--- config.mk ---
export PLATFORM = sky130hd
export DESIGN_NAME = mine_scheduler
export DESIGN_NICKNAME = d
export VERILOG_FILES = /design/src/rtl/mine_scheduler.sv
export SDC_FILE = /design/constraint.sdc
export NUM_CORES = 1
export LEC_CHECK = 0
export ABC_CLOCK_PERIOD_IN_PS = 8500
export CORE_UTILIZATION = 40
export DETAILED_ROUTE_END_ITERATION = 8
export MAX_ROUTING_LAYER = met4
export SETUP_SLACK_MARGIN = 0.05
export SYNTH_ARGS = -nofsm -noshare
export SYNTH_HDL_FRONTEND = slang
export SYNTH_SLANG_ARGS = --single-unit
--- constraint.sdc ---
create_clock -name clk -period 8.5 [get_ports clk]
set_input_delay 1.7 -clock clk [delete_from_list [all_inputs] [get_ports clk]]
set_output_delay 1.7 -clock clk [all_outputs]
set_load 0.01 [all_outputs]
--- src/rtl/mine_scheduler.sv ---
// mine_scheduler: owns the four mine slots shown by the VGA path. Spawns mines on free grid
// cells every SPAWN_TICKS game ticks, retires them after LIFE_TICKS, and flags head hits.
module mine_scheduler #(
   parameter int unsigned GRID_W      = 40,
   parameter int unsigned GRID_H      = 30,
   parameter int unsigned SPAWN_TICKS = 20,
   parameter int unsigned LIFE_TICKS  = 60,
   parameter int unsigned MAX_TRIES   = 8,
   parameter logic [15:0] LFSR_SEED   = 16'hACE1
) (
   input  logic       clk,
   input  logic       rst,
   input  logic [1:0] game_status,
   input  logic       tick,
   input  logic [7:0] score,
   input  logic [5:0] apple_x,
   input  logic [4:0] apple_y,
   input  logic [5:0] head_x,
   input  logic [5:0] head_y,
   output logic [5:0] mine_x_0,
   output logic [5:0] mine_x_1,
   output logic [5:0] mine_x_2,
   output logic [5:0] mine_x_3,
   output logic [5:0] mine_y_0,
   output logic [5:0] mine_y_1,
   output logic [5:0] mine_y_2,
   output logic [5:0] mine_y_3,
   output logic [3:0] mine_active,
   output logic       mine_hit
);
   localparam int unsigned SpawnW = $clog2(SPAWN_TICKS + 1);
   localparam int unsigned LifeW  = $clog2(LIFE_TICKS + 1);
   localparam int unsigned TriesW = $clog2(MAX_TRIES + 1);
   localparam logic [1:0] StatusRestart = 2'b00;
   localparam logic [1:0] StatusPlay    = 2'b10;

   typedef enum logic [1:0] {StIdle, StGen, StCheck, StPlace} state_e;

   state_e            state_q, state_d;
   logic [15:0]       lfsr_q, lfsr_d;
   logic [SpawnW-1:0] spawn_cnt_q, spawn_cnt_d;
   logic              spawn_req_q, spawn_req_d;
   logic [TriesW-1:0] tries_q, tries_d;
   logic [5:0]        cand_x_q, cand_x_d, cand_y_q, cand_y_d;
   logic [5:0]        mx_q[4], mx_d[4], my_q[4], my_d[4];
   logic [LifeW-1:0]  life_q[4], life_d[4];
   logic [3:0]        act_q, act_d;
   logic              hit_q, hit_d;

   logic       play_tick, restart, spawn_take, place, slot_free, below_lim, cand_bad;
   logic [4:0] lim_raw;
   logic [2:0] lim, pop;
   logic [1:0] free_idx;
   logic [3:0] hit_vec, exp_vec;
   logic       unused_score;

   assign play_tick    = (game_status == StatusPlay) && tick;
   assign restart      = (game_status == StatusRestart);
   assign unused_score = ^score[3:0];
   assign lim_raw      = 5'd1 + {1'b0, score[7:4]};
   assign lim          = (lim_raw > 5'd4) ? 3'd4 : lim_raw[2:0];
   assign slot_free    = ~&act_q;
   assign below_lim    = pop < lim;
   // Fibonacci LFSR, taps 16,14,13,11
   assign lfsr_d = {lfsr_q[14:0], lfsr_q[15] ^ lfsr_q[13] ^ lfsr_q[12] ^ lfsr_q[10]};

   // Occupancy count, lowest free slot, per-slot hit and expiry on a counted tick
   always_comb begin
      pop      = '0;
      free_idx = 2'd0;
      hit_vec  = '0;
      exp_vec  = '0;
      for (int i = 3; i >= 0; i--) begin
         pop = pop + {2'b00, act_q[i]};
         if (!act_q[i]) free_idx = 2'(i);
         hit_vec[i] = play_tick && act_q[i] && (mx_q[i] == head_x) && (my_q[i] == head_y);
         exp_vec[i] = play_tick && act_q[i] && (life_q[i] <= LifeW'(1));
      end
   end

   // Candidate rejection against grid bounds, apple, head and currently active mines
   always_comb begin
      cand_bad = (32'(cand_x_q) >= GRID_W) || (32'(cand_y_q) >= GRID_H) ||
                 ((cand_x_q == apple_x) && (cand_y_q == {1'b0, apple_y})) ||
                 ((cand_x_q == head_x) && (cand_y_q == head_y));
      for (int i = 0; i < 4; i++) begin
         if (act_q[i] && (mx_q[i] == cand_x_q) && (my_q[i] == cand_y_q)) cand_bad = 1'b1;
      end
   end

   // Spawn FSM next state; RESTART overrides everything
   always_comb begin
      state_d    = state_q;
      tries_d    = tries_q;
      cand_x_d   = cand_x_q;
      cand_y_d   = cand_y_q;
      spawn_take = 1'b0;
      place      = 1'b0;
      unique case (state_q)
         StIdle: begin
            if (spawn_req_q) begin
               // Request is consumed either way: accepted, or dropped when full/at limit
               spawn_take = 1'b1;
               if (slot_free && below_lim) begin
                  state_d = StGen;
                  tries_d = '0;
               end
            end
         end
         StGen: begin
            cand_x_d = lfsr_q[5:0];
            cand_y_d = lfsr_q[11:6];
            tries_d  = tries_q + 1'b1;
            state_d  = StCheck;
         end
         StCheck: begin
            if (!cand_bad) state_d = StPlace;
            else if (32'(tries_q) < MAX_TRIES) state_d = StGen;
            else state_d = StIdle;
         end
         StPlace: begin
            place   = 1'b1;
            tries_d = '0;
            state_d = StIdle;
         end
         default: state_d = StIdle;
      endcase
      if (restart) begin
         state_d    = StIdle;
         tries_d    = '0;
         spawn_take = 1'b0;
         place      = 1'b0;
      end
   end

   // Spawn tick counter and pending request
   always_comb begin
      spawn_cnt_d = spawn_cnt_q;
      spawn_req_d = spawn_req_q;
      if (spawn_take) spawn_req_d = 1'b0;
      if (play_tick) begin
         if (32'(spawn_cnt_q) + 32'd1 >= SPAWN_TICKS) begin
            spawn_cnt_d = '0;
            spawn_req_d = 1'b1;
         end else begin
            spawn_cnt_d = spawn_cnt_q + 1'b1;
         end
      end
      if (restart) begin
         spawn_cnt_d = '0;
         spawn_req_d = 1'b0;
      end
   end

   // Slot state: age, retire on hit/expiry, write the placed mine
   always_comb begin
      act_d = act_q & ~(hit_vec | exp_vec);
      hit_d = |hit_vec;
      for (int i = 0; i < 4; i++) begin
         mx_d[i]   = mx_q[i];
         my_d[i]   = my_q[i];
         life_d[i] = life_q[i];
         if (play_tick && act_q[i]) life_d[i] = life_q[i] - 1'b1;
      end
      if (place) begin
         act_d[free_idx]  = 1'b1;
         mx_d[free_idx]   = cand_x_q;
         my_d[free_idx]   = cand_y_q;
         life_d[free_idx] = LifeW'(LIFE_TICKS);
      end
      if (restart) begin
         act_d = '0;
         hit_d = 1'b0;
         for (int i = 0; i < 4; i++) life_d[i] = '0;
      end
   end

   // State registers
   always_ff @(posedge clk or posedge rst) begin
      if (rst) begin
         state_q     <= StIdle;
         lfsr_q      <= LFSR_SEED;
         spawn_cnt_q <= '0;
         spawn_req_q <= 1'b0;
         tries_q     <= '0;
         cand_x_q    <= '0;
         cand_y_q    <= '0;
         act_q       <= '0;
         hit_q       <= 1'b0;
         for (int i = 0; i < 4; i++) begin
            mx_q[i]   <= '0;
            my_q[i]   <= '0;
            life_q[i] <= '0;
         end
      end else begin
         state_q     <= state_d;
         lfsr_q      <= lfsr_d;
         spawn_cnt_q <= spawn_cnt_d;
         spawn_req_q <= spawn_req_d;
         tries_q     <= tries_d;
         cand_x_q    <= cand_x_d;
         cand_y_q    <= cand_y_d;
         act_q       <= act_d;
         hit_q       <= hit_d;
         for (int i = 0; i < 4; i++) begin
            mx_q[i]   <= mx_d[i];
            my_q[i]   <= my_d[i];
            life_q[i] <= life_d[i];
         end
      end
   end

   assign mine_x_0    = mx_q[0];
   assign mine_x_1    = mx_q[1];
   assign mine_x_2    = mx_q[2];
   assign mine_x_3    = mx_q[3];
   assign mine_y_0    = my_q[0];
   assign mine_y_1    = my_q[1];
   assign mine_y_2    = my_q[2];
   assign mine_y_3    = my_q[3];
   assign mine_active = act_q;
   assign mine_hit    = hit_q;

endmodule

==> results.cfg <==
[clock_network]
insertion_delay_ps = 420
h-tree-depth = 4
clockRootBuffer = clkbuf_16
cts_made_buffers = 17
clk_pin_slew_ps = 50
hold_buffers = 0
clock_sinks = 117
tritoncts = yes
cts_buffer_depth = 2
cts_setup_buffers = 0
ctsResizeCount = 0

[pwr]
netSwitchingFraction = 0.253
power.density_nw_per_um2 = 179
irDropWorstVdd_uv = 143
p_leak_nw = 3.65
p_clk_frac = 0.461
power_switching_uw = 364
p_int_mw = 1.07
seqPwrFrac = 0.425
comb_power_share = 0.114

[final_layout]
fin_nets = 807
diodes = 0
fin_area_um2 = 8020
syn_to_final_growth_pct = 21.0
drive_gt1_frac = 0.0837

[route]
ant_nets = 0
viasPerCell = 5.28
drt_pre_antenna_iters = 5
vias = 5179
routed_wl_um = 17600
drcViolationCount = 0
route.detailed.wl_per_inst_um = 17.9
initialDrtViolationCount = 313

[setup_path]
crit_type = primary input to register
cp.arrival_ps = 4130
critPathMaxFanout = 5
rr_startpoint = mine_active[1]$_DFF_PP0_
required_ps = 8800
worstPathCellList = clkdlybuf4s50_1 -> ha_1 -> and2_1 -> a22oi_1 -> o22a_1 -> nand2b_1 -> ha_1 -> nand2_1 -> nand4b_1 -> o21ai_0 -> nand2_1 -> a211o_1
worstRegToRegCells = 9
path_buf_inv = 1
slowest_delay_ps = 570
end_kind = register
crit_family = compound AO/OA/AOI/OAI gates
cpMaxStageDelayCell = clkdlybuf4s50_1
r2r_end = tries_q[2]$_DFFE_PP0P_
cp-start-kind = primary input
r2r_setup_slack_ps = 5730

[synthesis]
synth_commonest_cells = nand2_1, dfrtp_1, xnor2_1
synth-main-ff-cell = dfrtp_1
syn_avg_cell_area_um2 = 9.52
async_flop_share = 1.00
synth_area_um2 = 6630
synth.most_common_cell = nand2_1
synthCells = 696
yosys_register_bits = 117
syn_nets = 751
yosys.area.top_type = dfrtp_1
yosys_warnings = 0
synth.distinct_cells = 52
yosysSeqAreaShare = 0.443
synth_top_area_frac = 0.412
yosys-top-cells-area = dfrtp_1, xnor2_1, nand2_1
synth_enable_flop_cells = 0

[timing]
drv_slew = 0
fin_crit_sh = 0.451
fin_setup_tns_ps = 0
hold_violations = 0
fmax_mhz = 261
setup_violations = 0
fin_worst_skew_ps = 8.38
worst_slew_pin_slew_ps = 972
slew_headroom = 0.349
hold_slack_ps = 357
finalCriticalPeriod_ps = 3830
rsz0062_at_grt = false

[floorplan]
io_pins = 89
fp-row-count = 46
dieArea_um2 = 17100
die_x_um = 131
fp.dieH_um = 131
initial_core_util = 0.414
core_area_um2 = 16000

[global_routing]
grt.met2_usage = 0.350
grt_max_degree = 65
met3_usage = 0.0476
use_met1 = 0.295
antenna_found_initial = 0
grt-ovfl-total = 0
grt_first_pass_wirelength_um = 27900
track_usage = 0.228
grt_pass1_vias = 5216
top_usage_layer = met2

[placed_design]
routabilityCongestion = 0.929
dp_hpwl_um = 12400
port_buffers = 84
dpl_cell_area_um2 = 7470

[hold_path]
hp-class = register to register
hold_end = lfsr_q[15]$_DFF_PP1_
worstHoldStart = lfsr_q[14]$_DFF_PP0_
hold_depth = 0

[outcome]
status = complete, no violations

[run]
drv_cap = 0
state kept, by name (all words and copies together) (netlist names):
name / cells
life_q: 24
lfsr_q: 16
cand_x_q: 6
cand_y_q: 6
mine_x_0: 6
mine_x_1: 6
mine_x_2: 6
mine_x_3: 6
mine_y_0: 6
mine_y_1: 6
mine_y_2: 6
mine_y_3: 6
spawn_cnt_q: 5
mine_active: 4
tries_q: 4
state_q: 2
mine_hit: 1
spawn_req_q: 1
power by group through the flow:
stage | clock network (mW) | registers [mW] | logic (mW)
2_1_floorplan | 0 | 0.604 | 0.130
3_3_place_gp | 0 | 0.618 | 0.161
3_5_place_dp | 0 | 0.620 | 0.165
4_1_cts | 0.673 | 0.611 | 0.166
5_1_grt | 0.697 | 0.614 | 0.184
6_report | 0.663 | 0.611 | 0.164
worst register-to-register path, delay by kind of cell, from the launching register on:
family          cells  cell delay [ps]
flops               1              620
fa+ha+maj           4             1190
simple gates        3              320
compound gates      2              540
layout by cell type (no fill, tap or decap), types with 2 or more instances in the layout:
| master | synthesis | final |
|---|---|---|
| nand3_1 | 15 | 15 |
| xnor2_1 | 79 | 79 |
| o31ai_1 | 2 | 2 |
| a21oi_1 | 22 | 22 |
| nor2_1 | 17 | 16 |
| buf_4 | 12 | 4 |
| or2_2 | 2 | 2 |
| clkbuf_8 | 0 | 3 |
| inv_1 | 9 | 8 |
| nand2b_1 | 2 | 2 |
| dfstp_2 | 8 | 8 |
| nand3b_1 | 3 | 3 |
| o211ai_1 | 3 | 3 |
| clkbuf_1 | 19 | 7 |
| nor3_1 | 17 | 17 |
| nor4_1 | 24 | 24 |
| and2_1 | 2 | 2 |
| clkinv_2 | 0 | 4 |
| a31oi_1 | 2 | 2 |
| ha_1 | 18 | 18 |
| clkbuf_16 | 0 | 17 |
| nand2_1 | 170 | 170 |
| a21o_1 | 2 | 2 |
| xor2_1 | 64 | 64 |
| o21ai_0 | 8 | 8 |
| or3_1 | 3 | 3 |
| dfrtp_1 | 109 | 109 |
| nand4_1 | 20 | 20 |
| clkdlybuf4s50_1 | 0 | 84 |
| nor3b_1 | 2 | 2 |
| mux2_2 | 12 | 12 |
| a2111oi_0 | 4 | 4 |
| a41oi_1 | 2 | 2 |
| o22a_1 | 2 | 2 |
| and2_2 | 4 | 4 |
metal layers:
layer / wire (um) / share of wire
met1: 8030 / 0.46
met4: 425 / 0.024
met3: 885 / 0.050
met5: 0 / 0
met2: 8230 / 0.47
cell type report:
| class | instances | area (um2) |
|---|---|---|
| tap | 216 | 270 |
| timing repair buffer | 88 | 871 |
| sequential | 117 | 2940 |
| inverter | 9 | 36.3 |
| multi-input combinational | 519 | 3360 |
| fill | 1498 | 7980 |
| clock buffer | 27 | 493 |
| clock inverter | 5 | 50.0 |
stage by stage:
stage | worst slack (ps) | power (mW) | cells | utilization
global placement | 4300 | 0.779 | 949 | 0.467
CTS | 4670 | 1.45 | 981 | 0.501
finish | 4670 | 1.44 | 981 | 0.501
global route | 4430 | 1.49 | 981 | 0.501
detailed placement | 4260 | 0.785 | 949 | 0.467
floorplan | 3710 | 0.733 | 696 | -
cell families (layout without fill, tap and decap cells):
family | count (synthesis) | count (layout) | synth area share
flip-flops | 117 | 117 | 0.443
AND/OR/NAND/NOR | 292 | 292 | 0.209
adder cells (fa/ha/maj) | 19 | 19 | 0.0370
AO/OA/AOI/OAI | 53 | 53 | 0.0515
multiplexers | 12 | 12 | 0.0204
buffers and inverters | 60 | 129 | 0.0500
XOR/XNOR | 143 | 143 | 0.189
worst max-delay path by stage:
stage / depth (start not counted) / to / startpoint
floorplan: 1 / cand_x_q[0]$_DFFE_PP0P_ / rst
global placement: 12 / tries_q[2]$_DFFE_PP0P_ / score[4]
CTS: 12 / tries_q[2]$_DFFE_PP0P_ / score[4]
global route: 12 / tries_q[2]$_DFFE_PP0P_ / score[4]
finish: 12 / tries_q[2]$_DFFE_PP0P_ / score[4]
detailed placement: 12 / tries_q[2]$_DFFE_PP0P_ / score[4]
(Power assumes the default switching activity.)
